`config.mk`:
```
export PLATFORM = sky130hd
export DESIGN_NAME = hv_sync_decoder_flat
export DESIGN_NICKNAME = d
export VERILOG_FILES = /design/src/rtl/hv_sync_if.sv /design/src/rtl/hv_sync_decoder.sv /design/src/flat_wrapper.sv
export SDC_FILE = /design/constraint.sdc
export NUM_CORES = 1
export LEC_CHECK = 0
export ABC_AREA = 1
export CAP_MARGIN = 15
export CORE_MARGIN = 5
export CORE_UTILIZATION = 35
export DETAILED_ROUTE_END_ITERATION = 6
export HOLD_SLACK_MARGIN = 0.05
export PLACE_DENSITY = 0.61
export RECOVER_POWER = 100
export SYNTH_ARGS = -nofsm -noshare
export SYNTH_HDL_FRONTEND = slang
export SYNTH_SLANG_ARGS = --single-unit
export TNS_END_PERCENT = 1
```
`constraint.sdc`:
```
create_clock -name CLK -period 4.55 [get_ports CLK]
set_clock_uncertainty 0.15 [all_clocks]
set_input_delay 0.6825 -clock CLK [delete_from_list [all_inputs] [get_ports CLK]]
set_output_delay 0.6825 -clock CLK [all_outputs]
set_load 0.1 [all_outputs]
```
`src/rtl/hv_sync_if.sv`:
```
// Sync input pair and recovered timing outputs of the HSYNC/VSYNC decoder.
// master: the video source side (drives syncs, observes recovered timing).
// slave:  the decoder itself.
interface hv_sync_if;
    logic        HSYNC;
    logic        VSYNC;
    logic [10:0] hPos;
    logic [9:0]  vPos;
    logic        videoOn;
    logic        locked;
    logic [11:0] h_period;
    logic [9:0]  v_period;
    logic [7:0]  err_cnt;

    modport master (
        output HSYNC,
        output VSYNC,
        input  hPos,
        input  vPos,
        input  videoOn,
        input  locked,
        input  h_period,
        input  v_period,
        input  err_cnt
    );

    modport slave (
        input  HSYNC,
        input  VSYNC,
        output hPos,
        output vPos,
        output videoOn,
        output locked,
        output h_period,
        output v_period,
        output err_cnt
    );
endinterface

```
`src/rtl/hv_sync_decoder.sv`:
```
// Receive-side HSYNC/VSYNC decoder: detects active-low sync falls, measures line and
// frame periods, runs a lock FSM and regenerates hPos/vPos/videoOn aligned to the source.
module hv_sync_decoder #(
    parameter int unsigned H_ACTIVE   = 800,
    parameter int unsigned H_TOTAL    = 1055,
    parameter int unsigned H_FALL_POS = 842,
    parameter int unsigned V_ACTIVE   = 600,
    parameter int unsigned V_TOTAL    = 627,
    parameter int unsigned V_FALL_POS = 602,
    parameter int unsigned LOCK_LINES = 4
) (
    input  logic        CLK,
    input  logic        rst_n,
    hv_sync_if.slave    bus
);

    localparam logic [10:0] HTotal     = 11'(H_TOTAL);
    localparam logic [10:0] HFallPos   = 11'(H_FALL_POS);
    localparam logic [10:0] HActive    = 11'(H_ACTIVE);
    localparam logic [9:0]  VTotal     = 10'(V_TOTAL);
    localparam logic [9:0]  VFallPos   = 10'(V_FALL_POS);
    localparam logic [9:0]  VActive    = 10'(V_ACTIVE);
    localparam logic [11:0] HPeriod    = 12'(H_TOTAL + 1);
    localparam logic [11:0] TimeoutCyc = 12'(2 * (H_TOTAL + 1));
    localparam logic [9:0]  VPeriod    = 10'(V_TOTAL + 1);
    localparam logic [7:0]  LockLines  = 8'(LOCK_LINES);

    typedef enum logic [2:0] {
        StHunt,
        StMeasure,
        StHLock,
        StVCheck,
        StLocked
    } state_e;

    state_e      state_q, state_d;
    logic        hs_q, hs_d;
    logic        vs_q, vs_d;
    logic [11:0] cyc_q, cyc_d;
    logic [9:0]  lcnt_q, lcnt_d;
    logic [10:0] hpos_q, hpos_d;
    logic [9:0]  vpos_q, vpos_d;
    logic [11:0] h_period_q, h_period_d;
    logic [9:0]  v_period_q, v_period_d;
    logic [7:0]  err_cnt_q, err_cnt_d;
    logic [7:0]  match_cnt_q, match_cnt_d;

    logic       hfall, vfall, hwrap, timeout, h_bad, v_bad, err_inc;
    logic [7:0] match_inc;

    // Edge detection and period/line-count checks against the expected timing
    always_comb begin
        hfall     = hs_q & ~bus.HSYNC;
        vfall     = vs_q & ~bus.VSYNC;
        hwrap     = ~hfall & (hpos_q == HTotal);
        timeout   = ~hfall & (cyc_q == TimeoutCyc);
        h_bad     = hfall & (cyc_q != HPeriod);
        v_bad     = vfall & (lcnt_q != VPeriod);
        match_inc = match_cnt_q + 8'd1;
    end

    // Measurement counters and recovered position counters
    always_comb begin
        hs_d       = bus.HSYNC;
        vs_d       = bus.VSYNC;
        cyc_d      = cyc_q;
        lcnt_d     = lcnt_q;
        hpos_d     = hpos_q;
        vpos_d     = vpos_q;
        h_period_d = h_period_q;
        v_period_d = v_period_q;

        if (hfall) begin
            h_period_d = cyc_q;
            cyc_d      = 12'd1;
        end else if (cyc_q != 12'hfff) begin
            cyc_d = cyc_q + 12'd1;
        end

        // A coincident hfall belongs to the new frame, hence the reload of 1
        if (vfall) begin
            v_period_d = lcnt_q;
            lcnt_d     = hfall ? 10'd1 : 10'd0;
        end else if (hfall) begin
            lcnt_d = lcnt_q + 10'd1;
        end

        if (hfall) begin
            hpos_d = HFallPos;
        end else if (hwrap) begin
            hpos_d = '0;
        end else begin
            hpos_d = hpos_q + 11'd1;
        end

        if (vfall) begin
            vpos_d = VFallPos;
        end else if (hwrap) begin
            vpos_d = (vpos_q == VTotal) ? 10'd0 : vpos_q + 10'd1;
        end
    end

    // Lock FSM next state; only loss of lock from LOCKED counts as an error
    always_comb begin
        state_d     = state_q;
        match_cnt_d = match_cnt_q;
        err_inc     = 1'b0;

        if (timeout) begin
            state_d     = StHunt;
            match_cnt_d = '0;
            err_inc     = (state_q == StLocked);
        end else begin
            unique case (state_q)
                StHunt: begin
                    if (hfall) begin
                        state_d     = StMeasure;
                        match_cnt_d = '0;
                    end
                end
                StMeasure: begin
                    if (hfall) begin
                        if (h_bad) begin
                            match_cnt_d = '0;
                        end else begin
                            match_cnt_d = match_inc;
                            if (match_inc == LockLines) begin
                                state_d = StHLock;
                            end
                        end
                    end
                end
                StHLock: begin
                    if (h_bad) begin
                        state_d     = StMeasure;
                        match_cnt_d = '0;
                    end else if (vfall) begin
                        state_d = StVCheck;
                    end
                end
                StVCheck: begin
                    // A mismatching vfall simply becomes the next reference
                    if (h_bad) begin
                        state_d     = StMeasure;
                        match_cnt_d = '0;
                    end else if (vfall && !v_bad) begin
                        state_d = StLocked;
                    end
                end
                StLocked: begin
                    if (h_bad || v_bad) begin
                        state_d     = StHunt;
                        match_cnt_d = '0;
                        err_inc     = 1'b1;
                    end
                end
                default: begin
                    state_d     = StHunt;
                    match_cnt_d = '0;
                end
            endcase
        end

        err_cnt_d = err_cnt_q;
        if (err_inc && (err_cnt_q != 8'hff)) begin
            err_cnt_d = err_cnt_q + 8'd1;
        end
    end

    // State registers with asynchronous active-low reset
    always_ff @(posedge CLK or negedge rst_n) begin
        if (!rst_n) begin
            state_q     <= StHunt;
            hs_q        <= 1'b1;
            vs_q        <= 1'b1;
            cyc_q       <= '0;
            lcnt_q      <= '0;
            hpos_q      <= '0;
            vpos_q      <= '0;
            h_period_q  <= '0;
            v_period_q  <= '0;
            err_cnt_q   <= '0;
            match_cnt_q <= '0;
        end else begin
            state_q     <= state_d;
            hs_q        <= hs_d;
            vs_q        <= vs_d;
            cyc_q       <= cyc_d;
            lcnt_q      <= lcnt_d;
            hpos_q      <= hpos_d;
            vpos_q      <= vpos_d;
            h_period_q  <= h_period_d;
            v_period_q  <= v_period_d;
            err_cnt_q   <= err_cnt_d;
            match_cnt_q <= match_cnt_d;
        end
    end

    assign bus.hPos     = hpos_q;
    assign bus.vPos     = vpos_q;
    assign bus.locked   = (state_q == StLocked);
    assign bus.videoOn  = (state_q == StLocked) & (hpos_q < HActive) & (vpos_q < VActive);
    assign bus.h_period = h_period_q;
    assign bus.v_period = v_period_q;
    assign bus.err_cnt  = err_cnt_q;

endmodule
```
`src/flat_wrapper.sv`:
```
// flat-port wrapper written by rule: the top's interface ports become plain ports
module hv_sync_decoder_flat 
#(
    parameter int unsigned H_ACTIVE   = 800,
    parameter int unsigned H_TOTAL    = 1055,
    parameter int unsigned H_FALL_POS = 842,
    parameter int unsigned V_ACTIVE   = 600,
    parameter int unsigned V_TOTAL    = 627,
    parameter int unsigned V_FALL_POS = 602,
    parameter int unsigned LOCK_LINES = 4
)
  (CLK, rst_n, bus_HSYNC, bus_VSYNC, bus_hPos, bus_vPos, bus_videoOn, bus_locked, bus_h_period, bus_v_period, bus_err_cnt);
  hv_sync_if bus_i ();
  input  logic CLK;
  input  logic rst_n;
  input wire logic [$bits(bus_i.HSYNC)-1:0] bus_HSYNC;
  input wire logic [$bits(bus_i.VSYNC)-1:0] bus_VSYNC;
  output wire logic [$bits(bus_i.hPos)-1:0] bus_hPos;
  output wire logic [$bits(bus_i.vPos)-1:0] bus_vPos;
  output wire logic [$bits(bus_i.videoOn)-1:0] bus_videoOn;
  output wire logic [$bits(bus_i.locked)-1:0] bus_locked;
  output wire logic [$bits(bus_i.h_period)-1:0] bus_h_period;
  output wire logic [$bits(bus_i.v_period)-1:0] bus_v_period;
  output wire logic [$bits(bus_i.err_cnt)-1:0] bus_err_cnt;
  assign bus_i.HSYNC = bus_HSYNC;
  assign bus_i.VSYNC = bus_VSYNC;
  assign bus_hPos = bus_i.hPos;
  assign bus_vPos = bus_i.vPos;
  assign bus_videoOn = bus_i.videoOn;
  assign bus_locked = bus_i.locked;
  assign bus_h_period = bus_i.h_period;
  assign bus_v_period = bus_i.v_period;
  assign bus_err_cnt = bus_i.err_cnt;
  hv_sync_decoder #(.H_ACTIVE(H_ACTIVE), .H_TOTAL(H_TOTAL), .H_FALL_POS(H_FALL_POS), .V_ACTIVE(V_ACTIVE), .V_TOTAL(V_TOTAL), .V_FALL_POS(V_FALL_POS), .LOCK_LINES(LOCK_LINES)) u_core (.CLK(CLK), .rst_n(rst_n), .bus(bus_i));
endmodule
```
# Yosys cells after proc, flatten, opt, wreduce, memory -nomap -nowiden
# Cells that the tools add are included.
# classes
n_reduce_logical	11
eq_ne	20
n_mux	31
addsub	6
bitwise_logic	11
magnitude_cmp	2
# ops
cell	n
$mux W10	5
$mux W8	6
$pmux W8 S4	1
$mux W3	10
$mux W12	2
$mux W11	2
$add A10 B1 Y10 const B	2
$add A8 B1 Y8 const B	2
$ne A3 B1 Y1 const B	5
$pmux W3 S5	1
$add A12 B1 Y12 const B	1
$eq A12 B12 Y1 const B	1
$ne A12 B11 Y1 const B	1
$ne A12 B12 Y1 const B	1
$add A11 B1 Y11 const B	1
$eq A11 B11 Y1 const B	1
$lt A11 B10 Y1 const B	1
$eq A10 B10 Y1 const B	1
$lt A10 B10 Y1 const B	1
$ne A10 B10 Y1 const B	1
$and A1 B1 Y1	8
$eq A8 B3 Y1 const B	1
$ne A4 B1 Y1 const B	2
$ne A8 B8 Y1 const B	1
other kinds (14)	23
# totals
inputBits	4
register_bits	86
elab_cells	92

# Depth between registers and ports, before layout
# Gate-level depths: netlist of the first run.
# depth
word_depth	9
depth_mapped	13
mapped_depth_nobuf	12

# Worst setup path after synthesis of the first run
# OpenSTA, ideal clock, no wires.
# synth_path
kind	reg2out
from	reg u_core.state_q[1]
to	out bus_videoOn
path_slack_ns	-0.271
path_stages_with_launch	4
arrival_ns	3.988
n_path_buf	0
path_cell_list	dfrtp_1 nor3_2 nand3_1 nor3_1
# synth_between
elab_chain_cells	3
# synth_lines
item	line_no	text
start: declaration	hv_sync_decoder.sv:36	state_e state_q, state_d;
start signal: assignment	hv_sync_decoder.sv:173	state_q <= StHunt;
start signal: assignment	hv_sync_decoder.sv:185	state_q <= state_d;
$eq A3 B3 Y1	--	
via bus_locked	flat_wrapper.sv:21	output wire logic [$bits(bus_i.locked)-1:0] bus_locked;
$and A1 B1 Y1 (2 in a row)	hv_sync_decoder.sv:202	assign bus.videoOn = (state_q == StLocked) & (hpos_q < HActive) & (vpos_q < VActive);
end: declaration	flat_wrapper.sv:20	output wire logic [$bits(bus_i.videoOn)-1:0] bus_videoOn;
# The timed path passes the listed nets, and every way through them passes these cells.

# Final worst setup path of the first run
# layout_path
from	reg u_core.state_q[1]
to	out bus_videoOn
# layout_between
elab_chain_cells	3
# layout_lines
item	line_no
$eq A3 B3 Y1	hv_sync_decoder.sv:202
$and A1 B1 Y1 (2 in a row)	hv_sync_decoder.sv:202
# Every way passes these cells.

==> summary.txt, run 1 <==
Worst ir drop on vdd: 306 µV
Final max-slew violation count: 57
Tcrit/Tclk final: 0.773
Post-synthesis sequential area ratio: 0.485
HPWL after detailed placement: 7220 µm
Worst EP arrival: 2.68 ns
Synthesized area: 4450 µm²
Setup TNS: 0 ns
Leading area contributor after synthesis: dfrtp_1
Final WS setup: 1.03 ns
DIE WIDTH: 123 µm
CTS Buf Count: 9
Area grow syn2layout: 21.9%
Grt ovf: 0
Critical Path Sink: bus_videoOn
Clock buffer depth: 2
Cts repair resizes: 0
FF+latch count, synth: 86
Vias: 3783
Mapped Cells: 547
Relative slew slack: -1.07
Reg2Reg Depth: 9
Synth Flop Type: dfrtp_1
Failing checks: capacitance limit, slew limit
Critical R2R Launch: u_core.hs_q$_DFF_PN1_
TritonCTS clock tree: built
Worst Hold Class: flop to flop
Clock sinks: 86
Worst-Skew Late Latency: 0.34 ns
Synth Area per Inst: 8.13 µm²
Fill count: 1274
Clock transition at path regs: 0.06 ns
Status: finished with violations
Asr flop ratio synth: 1.00
Starting Density: 0.355
Die Ht: 123 µm
Area contributors post-synth: dfrtp_1 (47%), nand2_1 (10%), o21ai_0 (5.4%)
Top cell type's share of synthesized area: 0.473
FF-to-FF setup slack: 1.82 ns
Setup CP Type: flop to primary output
Pre-CTS setup slack: 1.36 ns
Final core utilization: 0.433
Core ar.: 12500 µm²
Final setup viols: 0
Vias per cell: 4.83
Post-CTS setup buffers: 0
Worst setup startpoint: u_core.state_q[1]$_DFFE_PN0P_
FP Rows: 41
Worst r2r dst: u_core.match_cnt_q[0]$_DFFE_PN0P_
First-pass GRT wire length: 17400 µm
Routability cong.: 0.937
Max Fanout on Critical Path: 5
Leakage: 2.56 nW
Port buffer count: 56
Layout cells sized above 1: 0.0687
CP Capture Type: primary output
Data required, critical path: 3.72 ns
Crit path launch type: flop
EDFF count, synth: 0
Tmin final: 3.52 ns
Post-synth net total: 560
Global Route Usage Sum: 0.143
Slew @ Worst Pin: 3.10 ns
Antenna viol nets, final: 0
Netlist cell types: 38
Fin. Hold Viols: 0
Final antenna diode count: 0
DRT Wirelength: 10000 µm
Average wire per standard cell: 12.8 µm
DRC: 0
Max Clk Rate: 0.284 GHz
DIE AREA: 15100 µm²
Vias in the first global route: 3735
Hold buffers post-CTS: 0
YS warnings: 0
Pre-antenna DRT Iters: 5
Initial antenna violation count: 0
Nets: 619
Root Driver: clkbuf_16
P per Cell Area: 454 nW/µm²
Largest net degree at the start of global routing: 57
Iter 0 DRT Violations: 303
Max Cap Viol: 1
RSZ-0062 raised after global routing: no
I/O Pins: 57
H-tree depth: 3
[sequential cells by signal (all words and copies together) (netlist names)]
| signal | cells |
|---|---|
| u_core.lcnt_q | 10 |
| u_core.cyc_q | 12 |
| u_core.vs_q | 1 |
| u_core.bus.hPos | 11 |
| u_core.bus.err_cnt | 8 |
| u_core.bus.h_period | 12 |
| u_core.match_cnt_q | 8 |
| u_core.bus.vPos | 10 |
| u_core.hs_q | 1 |
| u_core.bus.v_period | 10 |
| u_core.state_q | 3 |
[area by class of cell]
cell class / count / area, µm² / area share
Sequential cell: 86 / 2150 / 0.398
Multi-Input combinational cell: 383 / 1930 / 0.357
Timing Repair Buffer: 57 / 562 / 0.104
Inverter: 69 / 259 / 0.0478
Clock buffer: 11 / 253 / 0.0467
Tap cell: 172 / 215 / 0.0397
Clock inverter: 5 / 41.3 / 0.00762
[metal layers]
metal,global-route usage,vias to the layer above,share of wire
met2,0.211,96,0.43
li1,-,1917,-
met5,0,-,0
met1,0.208,1751,0.51
met3,0.0217,19,0.039
met4,0.0630,0,0.021
[synthesized netlist by cell type (2+ instances only)]
library cell  instances
inv_2                 6
nand4_1              10
inv_1                63
nand2_2               3
nand2_1             123
dfrtp_1              84
a31oi_1               4
ha_1                  9
nor2_1               50
o21ai_2               8
clkbuf_1              7
nor3_1               18
dfstp_2               2
o21ai_0              48
xnor2_1               4
nand3b_1              4
o22ai_1               2
a21oi_1              21
nand3_1              41
nand2_4               5
nor2_2                6
o21a_1                2
xor2_1               12
[worst max-delay path: stages, from the launching register on]
cell and delay (ns):
dfrtp_1 0.42, nor3_2 0.42, nand3_1 0.18, nor3_2 0.11, dlygate4sd3_1 1.21
[cells by family (layout without fill, tap and decap cells)]
kind of cell,Yosys count,count (layout),share of synthesized area
simple gates,268,268,0.274
compound gates,90,90,0.114
flops,86,86,0.485
buf+inv,78,142,0.0698
xor+xnor,16,16,0.0315
fa+ha+maj,9,9,0.0253
[report_power, final]
| group | total, mW | switching [mW] | leakage [nW] | internal, mW |
|---|---|---|---|---|
| Clock | 0.713 | 0.308 | 0.139 | 0.405 |
| Sequential | 0.945 | 0.0912 | 1.12 | 0.854 |
| Combinational | 0.803 | 0.630 | 1.30 | 0.172 |
| Total | 2.46 | 1.03 | 2.56 | 1.43 |
[metrics by stage]
stage               power (mW)  instance area, µm²  hold WS (ns)  cells
floorplan                 1.60                4450         0.237    547
global placement          1.79                5180         0.320    767
detailed placement        1.80                5180         0.326    767
CTS                       2.52                5470         0.287    783
global route              2.60                5420         0.359    783
finish                    2.46                5420         0.333    783
[cells in the final DEF (no fill, tap or decap), types with 2 or more instances in the layout]
cell and count:
nor3_2 2, inv_6 2, ha_1 9, o21a_1 2, inv_1 63, o21ai_0 54, nand2_1 127, dfstp_2 2
o22ai_1 2, a31oi_1 4, dlygate4sd3_1 55, nand2_4 2, clkinvlp_4 2, nor3_1 17, inv_2 6, nand2_2 2
nand3b_1 4, clkbuf_8 2, nor2_2 4, clkbuf_16 9, xnor2_1 4, xor2_1 12, nand4_1 10, nand3_1 41
dfrtp_1 84, o21ai_2 2, a21oi_1 21, nor2_1 52
[worst min path at each step]
| stage | depth (start not counted) | start | end | slack [ns] |
|---|---|---|---|---|
| 4_1_cts | 1 | rst_n | u_core.bus.v_period[8]$_DFFE_PN0N_ | 0.29 |
| 6_report | 2 | u_core.bus.v_period[6]$_DFFE_PN0N_ | u_core.bus.v_period[6]$_DFFE_PN0N_ | 0.33 |
| 2_1_floorplan | 0 | rst_n | u_core.bus.err_cnt[0]$_DFFE_PN0P_ | 0.24 |
| 5_1_grt | 2 | u_core.bus.v_period[6]$_DFFE_PN0N_ | u_core.bus.v_period[6]$_DFFE_PN0N_ | 0.36 |
| 3_5_place_dp | 2 | u_core.bus.h_period[0]$_DFFE_PN0P_ | u_core.bus.h_period[0]$_DFFE_PN0P_ | 0.33 |
| 3_3_place_gp | 2 | u_core.bus.v_period[8]$_DFFE_PN0N_ | u_core.bus.v_period[8]$_DFFE_PN0N_ | 0.32 |
(Power assumes the default switching activity.)
==> inputs of run 2 (changes only) <==
--- a/config.mk
+++ b/config.mk
@@ -11,7 +11,7 @@
 export CORE_UTILIZATION = 35
 export DETAILED_ROUTE_END_ITERATION = 6
 export HOLD_SLACK_MARGIN = 0.05
-export PLACE_DENSITY = 0.61
+export PLACE_DENSITY = 0.63
 export RECOVER_POWER = 100
 export SYNTH_ARGS = -nofsm -noshare
 export SYNTH_HDL_FRONTEND = slang
==> constraint.sdc (replaced) <==
create_clock -name CLK -period 3.2 [get_ports CLK]
set_clock_uncertainty 0.15 [all_clocks]
set_input_delay 0.48 -clock CLK [delete_from_list [all_inputs] [get_ports CLK]]
set_output_delay 0.48 -clock CLK [all_outputs]
set_load 0.1 [all_outputs]
==> summary.txt, run 2 (synthesis results as in run 1) <==
Max Clk Rate: 0.373 GHz
Placed cells: 770 (was 767)
Leakage: 2.36 nW (was 2.56 nW)
Starting Density: 0.355 (unchanged)
H-tree depth: 3 (unchanged)
Relative slew slack: 0.194 (was -1.07)
Worst r2r dst: u_core.match_cnt_q[3]$_DFFE_PN0P_ (was u_core.match_cnt_q[0]$_DFFE_PN0P_)
Worst Hold Depth: 1 (was 2)
Worst Hold Class: flop to flop (unchanged)
Final max-slew violation count: 0 (was 57)
RSZ-0062 raised after global routing: no (unchanged)
CTS Buf Count: 9 (unchanged)
Post-CTS setup buffers: 0 (unchanged)
Sequential share of power: 0.377 (was 0.384)
Max Cap Viol: 0 (was 1)
HPWL after detailed placement: 7380 µm (was 7220 µm)
Vias: 3767 (was 3783)
Nets: 623 (was 619)
Clock share of power: 0.321 (was 0.290)
Clock transition at path regs: 0.06 ns (about the same)
DIE AREA: 15100 µm² (unchanged)
Clock sinks: 86 (unchanged)
Vias per cell: 4.79 (was 4.83)
Critical R2R Launch: u_core.hs_q$_DFF_PN1_ (unchanged)
Iter 0 DRT Violations: 160 (was 303)
Combinational power share: 0.302 (was 0.326)
Core ar.: 12500 µm² (unchanged)
Vias in the first global route: 3585 (was 3735)
Tcrit/Tclk final: 0.839
Routability cong.: 0.909 (was 0.937)
Largest net degree at the start of global routing: 87 (was 57)
TritonCTS clock tree: built (unchanged)
Worst EP arrival: 2.05 ns (was 2.68 ns)
Root Driver: clkbuf_16 (unchanged)
Hold buffers post-CTS: 1 (was 0)
Slew @ Worst Pin: 1.21 ns (was 3.10 ns)
P per Cell Area: 693 nW/µm² (was 454 nW/µm²)
Setup TNS: 0 ns (unchanged)
Area grow syn2layout: 16.5% (was 21.9%)
Initial antenna violation count: 0 (unchanged)
Most common cell after layout, fill and taps aside: nand2_1 (unchanged)
First-pass GRT wire length: 17000 µm (was 17400 µm)
DRC: 0 (unchanged)
FF-to-FF setup slack: 0.90 ns (was 1.82 ns)
Slowest-stage cell, CP: clkbuf_1 (was dlygate4sd3_1)
Max Fanout on Critical Path: 5 (unchanged)
FP Rows: 41 (unchanged)
Crit path launch type: flop (unchanged)
Worst-Skew Late Latency: 0.34 ns (about the same)
Total power: 3.59 mW (was 2.46 mW)
Int Pwr: 2.11 mW (was 1.43 mW)
Layout cells sized above 1: 0.0764 (was 0.0687)
CP max stage delay: 0.90 ns (was 1.21 ns)
Crit-path leading delay family: buffers and inverters (unchanged)
I/O Pins: 57 (unchanged)
Cts repair resizes: 0 (unchanged)
Port buffer count: 56 (unchanged)
Clock buffer depth: 2 (unchanged)
Data required, critical path: 2.57 ns (was 3.72 ns)
Crit-path cells: nor3_4 -> clkbuf_1 (was nor3_2 -> nand3_1 -> nor3_2 -> dlygate4sd3_1)
CP Capture Type: primary output (unchanged)
Grt ovf: 0 (unchanged)
Worst ir drop on vdd: 488 µV (was 306 µV)
Final antenna diode count: 0 (unchanged)
Worst path bufs/invs: 1 (unchanged)
Antenna viol nets, final: 0 (unchanged)
Commonest cells after routing, fill and taps aside: nand2_1 (126), dfrtp_1 (84), inv_1 (63) (was nand2_1 (127), dfrtp_1 (84), inv_1 (63))
NetSw: 1.48 mW (was 1.03 mW)
Hold_sp: u_core.lcnt_q[8]$_DFFE_PN0P_ (was u_core.bus.v_period[6]$_DFFE_PN0N_)
Final setup viols: 0 (unchanged)
Tmin final: 2.68 ns
Sw frac: 0.412 (was 0.419)
Setup CP Type: flop to primary output (unchanged)
Post-Layout Cell Count: 787 (was 783)
Area after DPL: 5090 µm² (was 5180 µm²)
Status: finished clean (was finished with violations)
Pre-antenna DRT Iters: 6 (was 5)
Final core utilization: 0.414 (was 0.433)
Fin. Hold Viols: 0 (unchanged)
Average wire per standard cell: 13.1 µm (was 12.8 µm)
Die Ht: 123 µm (unchanged)
Reg2Reg Depth: 9 (unchanged)
DRT Wirelength: 10300 µm (was 10000 µm)
Hold Crit Endpoint: u_core.lcnt_q[8]$_DFFE_PN0P_ (was u_core.bus.v_period[6]$_DFFE_PN0N_)
DIE WIDTH: 123 µm (unchanged)
Global Route Usage Sum: 0.142 (was 0.143)
Fin area: 5180 µm² (was 5420 µm²)
-- run 2: area by class of cell --
| class | count | area [µm²] |
|---|---|---|
| timing repair buffer | 61 | 267 |
| clock inverter | 6 | 92.6 |
| fill | 1306 | 7340 |
| tap | 172 | 215 |
| clock buffer | 10 | 239 |
| multi-input combinational | 383 | 1950 |
| sequential | 86 | 2150 |
| inverter | 69 | 259 |
-- run 2: worst max path at each step --
stage,from,to,slack [ns],depth (start not counted)
floorplan,u_core.state_q[1]$_DFFE_PN0P_,bus_videoOn,0.23,3
global placement,bus_HSYNC,u_core.bus.vPos[0]$_DFFE_PN0P_,0.59,10
detailed placement,bus_HSYNC,u_core.bus.vPos[0]$_DFFE_PN0P_,0.53,10
CTS,u_core.state_q[1]$_DFFE_PN0P_,bus_videoOn,0.73,4
global route,u_core.state_q[1]$_DFFE_PN0P_,bus_locked,0.45,2
finish,u_core.state_q[1]$_DFFE_PN0P_,bus_locked,0.52,2
-- run 2: metrics by stage --
stage | setup slack (ns) | hold slack [ns]
after floorplan | 0.232 | 0.0344
after global placement | 0.592 | 0.321
after detailed placement | 0.530 | 0.326
after CTS | 0.730 | 0.335
after global routing | 0.453 | 0.367
final | 0.516 | 0.337
-- run 2: routing by layer --
layer | up-vias | GRT usage | share of wire
met3 | 9 | 0.0272 | 0.039
met4 | 0 | 0.0616 | 0.011
met1 | 1768 | 0.190 | 0.49
met2 | 68 | 0.224 | 0.46
li1 | 1922 | - | -
met5 | - | 0 | 0
-- run 2: power groups by stage --
stage               logic, mW  clock network (mW)  registers [mW]
global route             1.16                1.22            1.37
detailed placement       1.18                   0            1.37
finish                   1.08                1.15            1.35
floorplan               0.429                   0            1.86
CTS                      1.18                1.18            1.35
global placement         1.16                   0            1.37
==> inputs of run 3 (changes only) <==
--- a/config.mk
+++ b/config.mk
@@ -11,7 +11,7 @@
 export CORE_UTILIZATION = 35
 export DETAILED_ROUTE_END_ITERATION = 6
 export HOLD_SLACK_MARGIN = 0.05
-export PLACE_DENSITY = 0.63
+export PLACE_DENSITY = 0.61
 export RECOVER_POWER = 100
 export SYNTH_ARGS = -nofsm -noshare
 export SYNTH_HDL_FRONTEND = slang
==> constraint.sdc (replaced) <==
create_clock -name CLK -period 2.6 [get_ports CLK]
set_clock_uncertainty 0.15 [all_clocks]
set_input_delay 0.39 -clock CLK [delete_from_list [all_inputs] [get_ports CLK]]
set_output_delay 0.39 -clock CLK [all_outputs]
set_load 0.1 [all_outputs]
==> summary.txt, run 3 (synthesis results as in run 1) <==
Status: finished clean (unchanged)
Sequential share of power: 0.394 (was 0.377)
Most common cell after layout, fill and taps aside: nand2_1 (unchanged)
Pre-antenna DRT Iters: 5 (was 6)
Max Fanout on Critical Path: 7 (was 5)
Tmin final: 2.35 ns
Crit path launch type: input pin (was flop)
Leakage: 2.36 nW (about the same)
Pre-CTS setup slack: 0.213 ns (was 0.530 ns)
Fin area: 5190 µm² (was 5180 µm²)
Sw frac: 0.429 (was 0.412)
RSZ-0062 raised after global routing: no (unchanged)
Worst Hold Class: flop to flop (unchanged)
Combinational power share: 0.323 (was 0.302)
Fin. Hold Viols: 0 (unchanged)
Hold buffers post-CTS: 1 (unchanged)
Area after DPL: 5130 µm² (was 5090 µm²)
NetSw: 1.81 mW (was 1.48 mW)
Port buffer count: 56 (unchanged)
Max Clk Rate: 0.426 GHz
Setup CP Type: input pin to flop (was flop to primary output)
CP Capture Type: flop (was primary output)
Max Cap Viol: 0 (unchanged)
Vias: 3797 (was 3767)
Vias per cell: 4.81 (was 4.79)
CTS Buf Count: 9 (unchanged)
Starting Density: 0.355 (unchanged)
Final setup viols: 0 (unchanged)
Commonest cells after routing, fill and taps aside: nand2_1 (124), dfrtp_1 (84), inv_1 (63) (was nand2_1 (126), dfrtp_1 (84), inv_1 (63))
Final max-slew violation count: 0 (unchanged)
DRC: 0 (unchanged)
Nets: 626 (was 623)
Clock share of power: 0.283 (was 0.321)
Clock transition at path regs: 0.06 ns (about the same)
Layout cells sized above 1: 0.0890 (was 0.0764)
Slew @ Worst Pin: 1.22 ns (was 1.21 ns)
FP Rows: 41 (unchanged)
Global Route Usage Sum: 0.149 (was 0.142)
Routability cong.: 0.840 (was 0.909)
Grt ovf: 0 (unchanged)
TritonCTS clock tree: built (unchanged)
HPWL after detailed placement: 7700 µm (was 7380 µm)
DRT Wirelength: 10500 µm (was 10300 µm)
Iter 0 DRT Violations: 312 (was 160)
Root Driver: clkbuf_16 (unchanged)
Worst-Skew Late Latency: 0.34 ns (about the same)
Post-CTS setup buffers: 0 (unchanged)
Antenna viol nets, final: 0 (unchanged)
Total power: 4.22 mW (was 3.59 mW)
Tcrit/Tclk final: 0.903
Clock buffer depth: 2 (unchanged)
Int Pwr: 2.41 mW (was 2.11 mW)
Clock sinks: 86 (unchanged)
Cts repair resizes: 0 (unchanged)
P per Cell Area: 813 nW/µm² (was 693 nW/µm²)
Relative slew slack: 0.191 (was 0.194)
I/O Pins: 57 (unchanged)
Largest net degree at the start of global routing: 45 (was 87)
Vias in the first global route: 3726 (was 3585)
Final WS setup: 0.251 ns (was 0.516 ns)
Setup TNS: 0 ns (unchanged)
Data required, critical path: 2.69 ns (was 2.57 ns)
DIE WIDTH: 123 µm (unchanged)
First-pass GRT wire length: 17800 µm (was 17000 µm)
Initial antenna violation count: 0 (unchanged)
Worst EP arrival: 2.44 ns (was 2.05 ns)
Final core utilization: 0.415 (was 0.414)
Area grow syn2layout: 16.8% (was 16.5%)
Die Ht: 123 µm (unchanged)
Average wire per standard cell: 13.3 µm (was 13.1 µm)
DIE AREA: 15100 µm² (unchanged)
H-tree depth: 3 (unchanged)
Fill count: 1348 (was 1306)
Worst ir drop on vdd: 641 µV (was 488 µV)
Core ar.: 12500 µm² (unchanged)
Final antenna diode count: 0 (unchanged)
run 3: worst max-delay path: stages:
cell and delay (ns):
dlygate4sd3_1 0.56, nor2_1 0.23, clkbuf_1 0.41, nand4_1 0.23, nand2_1 0.11, nor2_1 0.06
nor2_1 0.23, nand3_1 0.11, nand2_1 0.07, nand2_1 0.04
run 3: metal layers:
layer	global-route usage	part of all wire	vias up
met5	0	0	-
li1	-	-	1919
met1	0.193	0.46	1760
met4	0.0637	0.021	0
met2	0.241	0.46	97
met3	0.0309	0.058	21
run 3: path summary, 6_finish.rpt:
path / start / to / slack [ns] / depth (start not counted)
worst min register to register: u_core.bus.h_period[1]$_DFFE_PN0P_ / u_core.bus.h_period[1]$_DFFE_PN0P_ / 0.33 / 2
min in group asynchronous: rst_n / u_core.bus.v_period[7]$_DFFE_PN0N_ / 0.67 / 2
worst max register to register: u_core.vs_q$_DFF_PN1_ / u_core.state_q[0]$_DFFE_PN0P_ / 0.36 / 10
worst min-delay path: u_core.bus.h_period[1]$_DFFE_PN0P_ / u_core.bus.h_period[1]$_DFFE_PN0P_ / 0.33 / 2
worst max-delay path: bus_VSYNC / u_core.state_q[0]$_DFFE_PN0P_ / 0.25 / 10
max in group asynchronous: rst_n / u_core.hs_q$_DFF_PN1_ / 0.74 / 3
run 3: area by class of cell:
| cell class | instances | area, µm² | share of cell area |
|---|---|---|---|
| clock buffers | 13 | 250 | 0.0482 |
| multi-input cells | 383 | 1980 | 0.382 |
| repair buffers | 64 | 309 | 0.0595 |
| flip-flops and latches | 86 | 2150 | 0.415 |
| inverters | 69 | 259 | 0.0499 |
| clock inverters | 3 | 20.0 | 0.00386 |
| well taps | 172 | 215 | 0.0415 |
run 3: power groups by stage:
stage	registers [mW]	clock network, mW	logic, mW
detailed placement	1.69	0	1.46
global route	1.69	1.29	1.47
CTS	1.67	1.23	1.47
finish	1.66	1.20	1.36
global placement	1.68	0	1.44
floorplan	2.29	0	0.528
run 3: through the flow:
step	cells	hold slack [ns]
final	790	0.330
after global routing	790	0.353
after CTS	790	0.336
after detailed placement	773	0.290
after global placement	773	0.294
after floorplan	547	-0.0556
